<file path="src/rtl/key_schedule_feeder_if.sv">
`default_nettype none
// ============================================================================
// Module  : key_schedule_feeder_if
// Brief   : Load handshake and key bus between the key source and the feeder.
//           KEY_PARITY_EN adds the sticky parity_err flag.
// Revision: 1.0
// ============================================================================
interface key_schedule_feeder_if #(
  parameter int KEY_W     = 6,
  parameter int NUM_KEYS  = 2,
  parameter int PHASE_LEN = 4
);
  localparam int c_PH = NUM_KEYS * PHASE_LEN;
  localparam int c_PW = (c_PH > 1) ? $clog2(c_PH) : 1;

  logic             load_start;
  logic             load_valid;
  logic             load_bit;
  logic             load_ready;
  logic             clear;
  logic [KEY_W-1:0] key_out;
  logic             key_valid;
  logic [c_PW-1:0]  phase;
`ifdef KEY_PARITY_EN
  logic             parity_err;
`endif

  modport master (
    output load_start, load_valid, load_bit, clear,
    input  load_ready, key_out, key_valid, phase
`ifdef KEY_PARITY_EN
    , input parity_err
`endif
  );

  modport slave (
    input  load_start, load_valid, load_bit, clear,
    output load_ready, key_out, key_valid, phase
`ifdef KEY_PARITY_EN
    , output parity_err
`endif
  );
endinterface
`default_nettype wire

</file>
<file path="src/rtl/key_schedule_feeder.sv">
`default_nettype none
// ============================================================================
// Module  : key_schedule_feeder
// Brief   : Serially loads NUM_KEYS keys and rotates them onto the consumer
//           key bus in lockstep with a mirrored phase counter (falling edge).
//           Optional: KEY_PARITY_EN appends an even-parity check to the load.
// Revision: 1.0
// ============================================================================
module key_schedule_feeder #(
  parameter int KEY_W     = 6,
  parameter int NUM_KEYS  = 2,
  parameter int PHASE_LEN = 4
) (
  input  logic                 clk,
  input  logic                 rst,
  key_schedule_feeder_if.slave bus
);
  localparam int c_W  = NUM_KEYS * KEY_W;
  localparam int c_PH = NUM_KEYS * PHASE_LEN;
  localparam int c_PW = (c_PH > 1) ? $clog2(c_PH) : 1;
  localparam int c_SW = c_PW + 1;
`ifdef KEY_PARITY_EN
  localparam int c_BITS = c_W + 1;
`else
  localparam int c_BITS = c_W;
`endif
  localparam int c_CW = $clog2(c_BITS + 1);

  typedef enum logic [1:0] {
    S_IDLE  = 2'd0,
    S_LOAD  = 2'd1,
    S_ARMED = 2'd2
  } state_t;

  state_t          r_state, w_state_next;
  logic [c_W-1:0]  r_sr, w_sr_next;
  logic [c_CW-1:0] r_cnt, w_cnt_next;
  logic [c_PW-1:0] r_phase, w_phase_next;
  logic [c_SW-1:0] w_slot;
  logic [KEY_W-1:0] w_key_sel;
`ifdef KEY_PARITY_EN
  logic            r_perr, w_perr_next;
  logic            w_par_ok;
  assign w_par_ok = ~(^r_sr ^ bus.load_bit);
`endif

  always_ff @(negedge clk or posedge rst) begin
    if (rst) begin
      r_state <= S_IDLE;
      r_sr    <= '0;
      r_cnt   <= '0;
      r_phase <= '0;
`ifdef KEY_PARITY_EN
      r_perr  <= 1'b0;
`endif
    end else begin
      r_state <= w_state_next;
      r_sr    <= w_sr_next;
      r_cnt   <= w_cnt_next;
      r_phase <= w_phase_next;
`ifdef KEY_PARITY_EN
      r_perr  <= w_perr_next;
`endif
    end
  end

  // Phase runs regardless of load/clear so it stays aligned with the consumer.
  assign w_phase_next = (r_phase == c_PW'(c_PH - 1)) ? '0 : r_phase + 1'b1;

  always_comb begin
    w_state_next = r_state;
    w_sr_next    = r_sr;
    w_cnt_next   = r_cnt;
`ifdef KEY_PARITY_EN
    w_perr_next  = r_perr;
`endif
    if (bus.clear) begin
      w_sr_next    = '0;
      w_state_next = S_IDLE;
    end else if (bus.load_start) begin
      w_state_next = S_LOAD;
      w_cnt_next   = '0;
`ifdef KEY_PARITY_EN
      w_perr_next  = 1'b0;
`endif
    end else if (r_state == S_LOAD && bus.load_valid) begin
`ifdef KEY_PARITY_EN
      if (r_cnt == c_CW'(c_W)) begin
        if (w_par_ok) begin
          w_state_next = S_ARMED;
        end else begin
          w_sr_next    = '0;
          w_state_next = S_IDLE;
          w_perr_next  = 1'b1;
        end
      end else begin
        w_sr_next  = {bus.load_bit, r_sr[c_W-1:1]};
        w_cnt_next = r_cnt + 1'b1;
      end
`else
      w_sr_next  = {bus.load_bit, r_sr[c_W-1:1]};
      w_cnt_next = r_cnt + 1'b1;
      if (r_cnt == c_CW'(c_W - 1)) begin
        w_state_next = S_ARMED;
      end
`endif
    end
  end

  // Widened by one bit so PHASE_LEN never truncates in the divisor.
  assign w_slot = c_SW'(r_phase) / c_SW'(PHASE_LEN);

  always_comb begin
    w_key_sel = '0;
    for (int k = 0; k < NUM_KEYS; k++) begin
      if (w_slot == c_SW'(k)) begin
        w_key_sel = r_sr[k*KEY_W +: KEY_W];
      end
    end
  end

  assign bus.key_out    = (r_state == S_ARMED) ? w_key_sel : '0;
  assign bus.key_valid  = (r_state == S_ARMED);
  assign bus.load_ready = (r_state == S_LOAD);
  assign bus.phase      = r_phase;
`ifdef KEY_PARITY_EN
  assign bus.parity_err = r_perr;
`endif

endmodule
`default_nettype wire
</file>
<file path="src/flat_wrapper.sv">
// flat-port wrapper written by rule: the top's interface ports become plain ports
module key_schedule_feeder_flat 
#(
  parameter int KEY_W     = 6,
  parameter int NUM_KEYS  = 2,
  parameter int PHASE_LEN = 4
)
  (clk, rst, bus_load_start, bus_load_valid, bus_load_bit, bus_clear, bus_load_ready, bus_key_out, bus_key_valid, bus_phase);
  key_schedule_feeder_if #(.KEY_W(KEY_W), .NUM_KEYS(NUM_KEYS), .PHASE_LEN(PHASE_LEN)) bus_i ();
  input  logic clk;
  input  logic rst;
  input wire logic [$bits(bus_i.load_start)-1:0] bus_load_start;
  input wire logic [$bits(bus_i.load_valid)-1:0] bus_load_valid;
  input wire logic [$bits(bus_i.load_bit)-1:0] bus_load_bit;
  input wire logic [$bits(bus_i.clear)-1:0] bus_clear;
  output wire logic [$bits(bus_i.load_ready)-1:0] bus_load_ready;
  output wire logic [$bits(bus_i.key_out)-1:0] bus_key_out;
  output wire logic [$bits(bus_i.key_valid)-1:0] bus_key_valid;
  output wire logic [$bits(bus_i.phase)-1:0] bus_phase;
  assign bus_i.load_start = bus_load_start;
  assign bus_i.load_valid = bus_load_valid;
  assign bus_i.load_bit = bus_load_bit;
  assign bus_i.clear = bus_clear;
  assign bus_load_ready = bus_i.load_ready;
  assign bus_key_out = bus_i.key_out;
  assign bus_key_valid = bus_i.key_valid;
  assign bus_phase = bus_i.phase;
  key_schedule_feeder #(.KEY_W(KEY_W), .NUM_KEYS(NUM_KEYS), .PHASE_LEN(PHASE_LEN)) u_core (.clk(clk), .rst(rst), .bus(bus_i));
endmodule
</file>
<file path="config.mk">
export PLATFORM = sky130hd
export DESIGN_NAME = key_schedule_feeder_flat
export DESIGN_NICKNAME = d
export VERILOG_FILES = /design/src/rtl/key_schedule_feeder_if.sv /design/src/rtl/key_schedule_feeder.sv /design/src/flat_wrapper.sv
export SDC_FILE = /design/constraint.sdc
export NUM_CORES = 1
export LEC_CHECK = 0
export ABC_AREA = 1
export CAP_MARGIN = 20
export CORE_MARGIN = 5
export CORE_UTILIZATION = 35
export CTS_CLUSTER_SIZE = 8
export DETAILED_ROUTE_END_ITERATION = 10
export HOLD_SLACK_MARGIN = 0.06
export PLACE_DENSITY = 0.52
export SYNTH_ARGS = -nofsm -noshare
export SYNTH_HDL_FRONTEND = slang
export SYNTH_SLANG_ARGS = --single-unit
</file>
<file path="constraint.sdc">
create_clock -name clk -period 1.63 [get_ports clk]
set_input_delay 0.326 -clock clk [delete_from_list [all_inputs] [get_ports clk]]
set_output_delay 0.326 -clock clk [all_outputs]
set_load 0.02 [all_outputs]
</file>
Yosys cells after proc, flatten, opt, wreduce, memory -nomap -nowiden:

Index checks and enable logic that the tools add are counted.
Widths: inputs -> output; s select.

* flip-flop bits (word level): 21
* bits of input ports: 6
* output and inout port bits: 11
* logic and storage cells: 34

* add/subtract/negate cells: 2
* equal/unequal tests: 5
* multiplexer cells: 13
* bitwise gates (word level): 1
* reductions and logical operators: 9

Operators with widths (count)
* $mux 12: 3
* $mux 6: 3
* $mux 2: 4
* $mux 4: 2
* $reduce_and 2->1: 3
* $reduce_bool 3->1: 2
* $add 4x1->4 const B: 1
* $eq 4x4->1 const B: 1
* $logic_not 4->1: 1
* $reduce_bool 2->1: 2
* $add 3x1->3 const B: 1
* $eq 3x3->1 const B: 1
* $mux 3: 1
* $eq 2x1->1 const B: 1
* $eq 2x2->1 const B: 1
* $ne 2x1->1 const B: 1
* $logic_and 1x1->1: 1
* $not 1->1: 1

Logic depth before layout (Yosys ltp):

* word-level depth: 5
* mapped depth: 7
* mapped depth without buffers: 7

==> impl_metrics.csv <==
group,metric,value,unit
global_routing,grt_max_degree,22,
setup_path,critPathMaxStageDelay,0.50,ns
setup_path,cp_slowest_cell,"dfrtn_1",
placed_design,dp.cells,194,
sta,relSlewSlack,0.8485,
placed_design,place_ws,-0.9780,ns
finish,drive_above_1_share,0.4235,
synthesis,postSynthAreaPerCell,8.108,sq um
floorplan,start_util,0.3702,
synthesis,synth.top_cell.area_share,0.5103,
setup_path,startpoint_type,"register",
synthesis,ys_seq_area_frac,0.5103,
synthesis,yosysTopAreaCell,"dfrtn_1",
setup_path,cp_max_fo,4,
setup_path,required,1.30,ns
sta,tns,-7.421,ns
clock_network,cts_tree,"yes",
floorplan,core,2781,sq um
drt,wire_per_inst,12.67,microns
sta,final_max_slew_viol_count,0,
finish,area_growth,60.39,%
status,violations,"negative setup slack",
sta,worst_slew_pin_slew,0.2266,ns
sta,setup_slack,-0.7918,ns
synthesis,yosysWarnings,0,
placed_design,routabilityCongestion,0.7535,
clock_network,cts_buffers,3,
clock_network,cts_max_level,1,
drt,viasPerCell,4.866,
drt,drt-total-wl,2546,microns
synthesis,syn_inst,127,
synthesis,synth_area_leaders,"dfrtn_1 51%, nand2_1 19%, nand3_1 9.7%, ha_1 3.6%, inv_1 3.3%",
global_routing,antenna_found_initial,0,
finish,num_antenna_cells,0,
floorplan,dieArea,4127,sq um
status,status,"finished, violations left",
global_routing,grt.overflow.total,0,
global_routing,grt_pass1_vias,1020,
clock_network,clkSinkCount,21,
clock_network,cts-root-buf,"clkbuf_4",
floorplan,die_y,64.24,microns
synthesis,synth_cell_type_count,15,
setup_path,crit_path_end_kind,"primary output",
power_and_ir_drop,power_density,545.1,nW/um^2
floorplan,rows,19,
drt,dr.pass1.iters,4,
sta,finalHoldViolCount,0,
drt,drt_iter0_markers,32,
power_and_ir_drop,peakVddDrop,0.0007180,V
synthesis,syn-num-nets,136,
global_routing,grt_first_pass_wirelength,4581,microns
setup_path,arrival,2.10,ns
sta,clock_skew,0.003698,ns
worst_hold_path,hold_class,"register to register",
clock_network,clk_pin_slew_worst_paths,0.08,ns
placed_design,hpwlAfterDp,1917,microns
sta,rsz0062_at_grt,"true",
sta,setup_viol,11,
synthesis,syn_area,1030,sq um
clock_network,holdBufCountCts,0,
finish,finalNetCount,180,
placed_design,dpl_cell_area,1569,sq um
floorplan,pin_count,17,
power_and_ir_drop,leakage,0.0008098,uW
finish,finalNonFillerCells,201,
job,cap_viol_max_count,0,
drt,drc,0,
finish,final_cell_area,1652,sq um
finish,final_util,0.5938,
clock_network,cts.path.max_buffers,2,
synthesis,ys_seq_elements,21,
floorplan,die_w,64.24,microns
clock_network,insertion_delay,0.30,ns
setup_path,crit_chain,"buf_6, nand2_2, a21oi_4, buf_6",
placed_design,port_buffers,16,
drt,vias,978,
drt,ant_nets,0,
global_routing,grt_use_total,0.1364,
setup_path,crit_type,"register to primary output",
setup_path,timing.critical_path.mode_cell,"buf_6",
==> cell usage after synthesis <==
library cell and count:
nand2_1 51, dfrtn_1 21, nand3_1 20, inv_1 9, a21oi_1 6, nor2_1 5
ha_1 3, buf_6 2, inv_2 2, nand3_2 2, nand4_1 2, buf_4 1
nor2_2 1, nor2_4 1, o21ai_0 1
==> worst max-delay path: cells and delay by family (launching register included) <==
family / cells / cell delay, ns
AOI/OAI and AO/OA: 1 / 0.12
and+or+nand+nor: 1 / 0.07
DFF: 1 / 0.50
buffers and inverters: 2 / 0.28
==> worst paths after layout <==
| check | slack, ns | end | cells after the start | startpoint |
|---|---|---|---|---|
| hold reg to reg | 0.47 | u_core.r_cnt[0]$_DFFE_NP0P_ | 3 | u_core.r_cnt[0]$_DFFE_NP0P_ |
| min in group asynchronous | 1.03 | u_core.bus.phase[1]$_DFF_NP0_ | 3 | rst |
| setup reg to reg | 0.33 | u_core.r_sr[8]$_DFFE_NP0P_ | 7 | u_core.r_state[0]$_DFFE_NP0P_ |
| hold / removal | 0.47 | u_core.r_cnt[0]$_DFFE_NP0P_ | 3 | u_core.r_cnt[0]$_DFFE_NP0P_ |
| setup / recovery | -0.79 | bus_key_out[3] | 4 | u_core.bus.phase[2]$_DFF_NP0_ |
| max in group asynchronous | 0.42 | u_core.r_sr[3]$_DFFE_NP0P_ | 3 | rst |
==> cell type report <==
type                       count  area, sq um
clock buffer                   3        22.52
clock inverter                 1        5.005
fill                         263         1130
inverter                      11        75.07
multi-input combinational     93        609.3
sequential                    21        525.5
tap                           31        38.79
timing repair buffer          41        375.4
==> registers in the layout, indices dropped and copies added (netlist names) <==
| signal | flops |
|---|---|
| u_core.r_state | 2 |
| u_core.r_cnt | 4 |
| u_core.bus.phase | 3 |
| u_core.r_sr | 12 |
==> placed cells by master (no fill, tap or decap), types with 4 or more instances in the layout <==
cell type	Yosys	routed
clkbuf_4	0	4
dfrtn_1	21	21
nand3_2	2	6
nand3_1	20	14
buf_4	1	22
buf_6	2	14
a21oi_4	0	6
inv_1	9	6
nand2_2	0	4
nor2_1	5	5
nand2_1	51	44
==> report_power, final <==
part	leakage (uW)	total [uW]	internal [uW]	switching (uW)
combinational	0.000505	111	44.7	66.1
sequential	0.000287	535	529	5.35
clock	0.0000177	255	91.6	163
==> through the flow <==
step | total power (uW) | hold slack [ns]
4_1_cts | 916.9 | 0.4681
2_1_floorplan | 599.6 | 0.4285
5_1_grt | 952.8 | 0.5099
6_report | 900.2 | 0.4671
3_3_place_gp | 654.7 | 0.4399
3_5_place_dp | 657.1 | 0.4551
==> timing repair <==
action / 4_1_cts / 5_1_grt
pin swaps: 9 / 4
setup endpoints to repair: 29 / 14
setup buffers: 3 / 0
gates resized for setup: 90 / 5
cloned: 1 / 0
==> cells by family (layout without fill, tap and decap cells) <==
kind of cell             Yosys count  after routing  synth area share
adder cells (fa/ha/maj)            3              3           0.03646
AND/OR/NAND/NOR                   82             83            0.3499
flip-flops                        21             21            0.5103
buffers and inverters             14             56           0.06926
AO/OA/AOI/OAI                      7              7           0.03402
==> metal layers <==
layer	part of all wire	GRT usage	routed length, microns	up-vias
met2	0.54	0.2400	1372	8
met4	0	0.01527	0	0
met3	0.030	0.03678	76	0
met5	0	0	0	-
met1	0.43	0.1712	1098	473
li1	-	-	-	497
(Power assumes the default switching activity.)
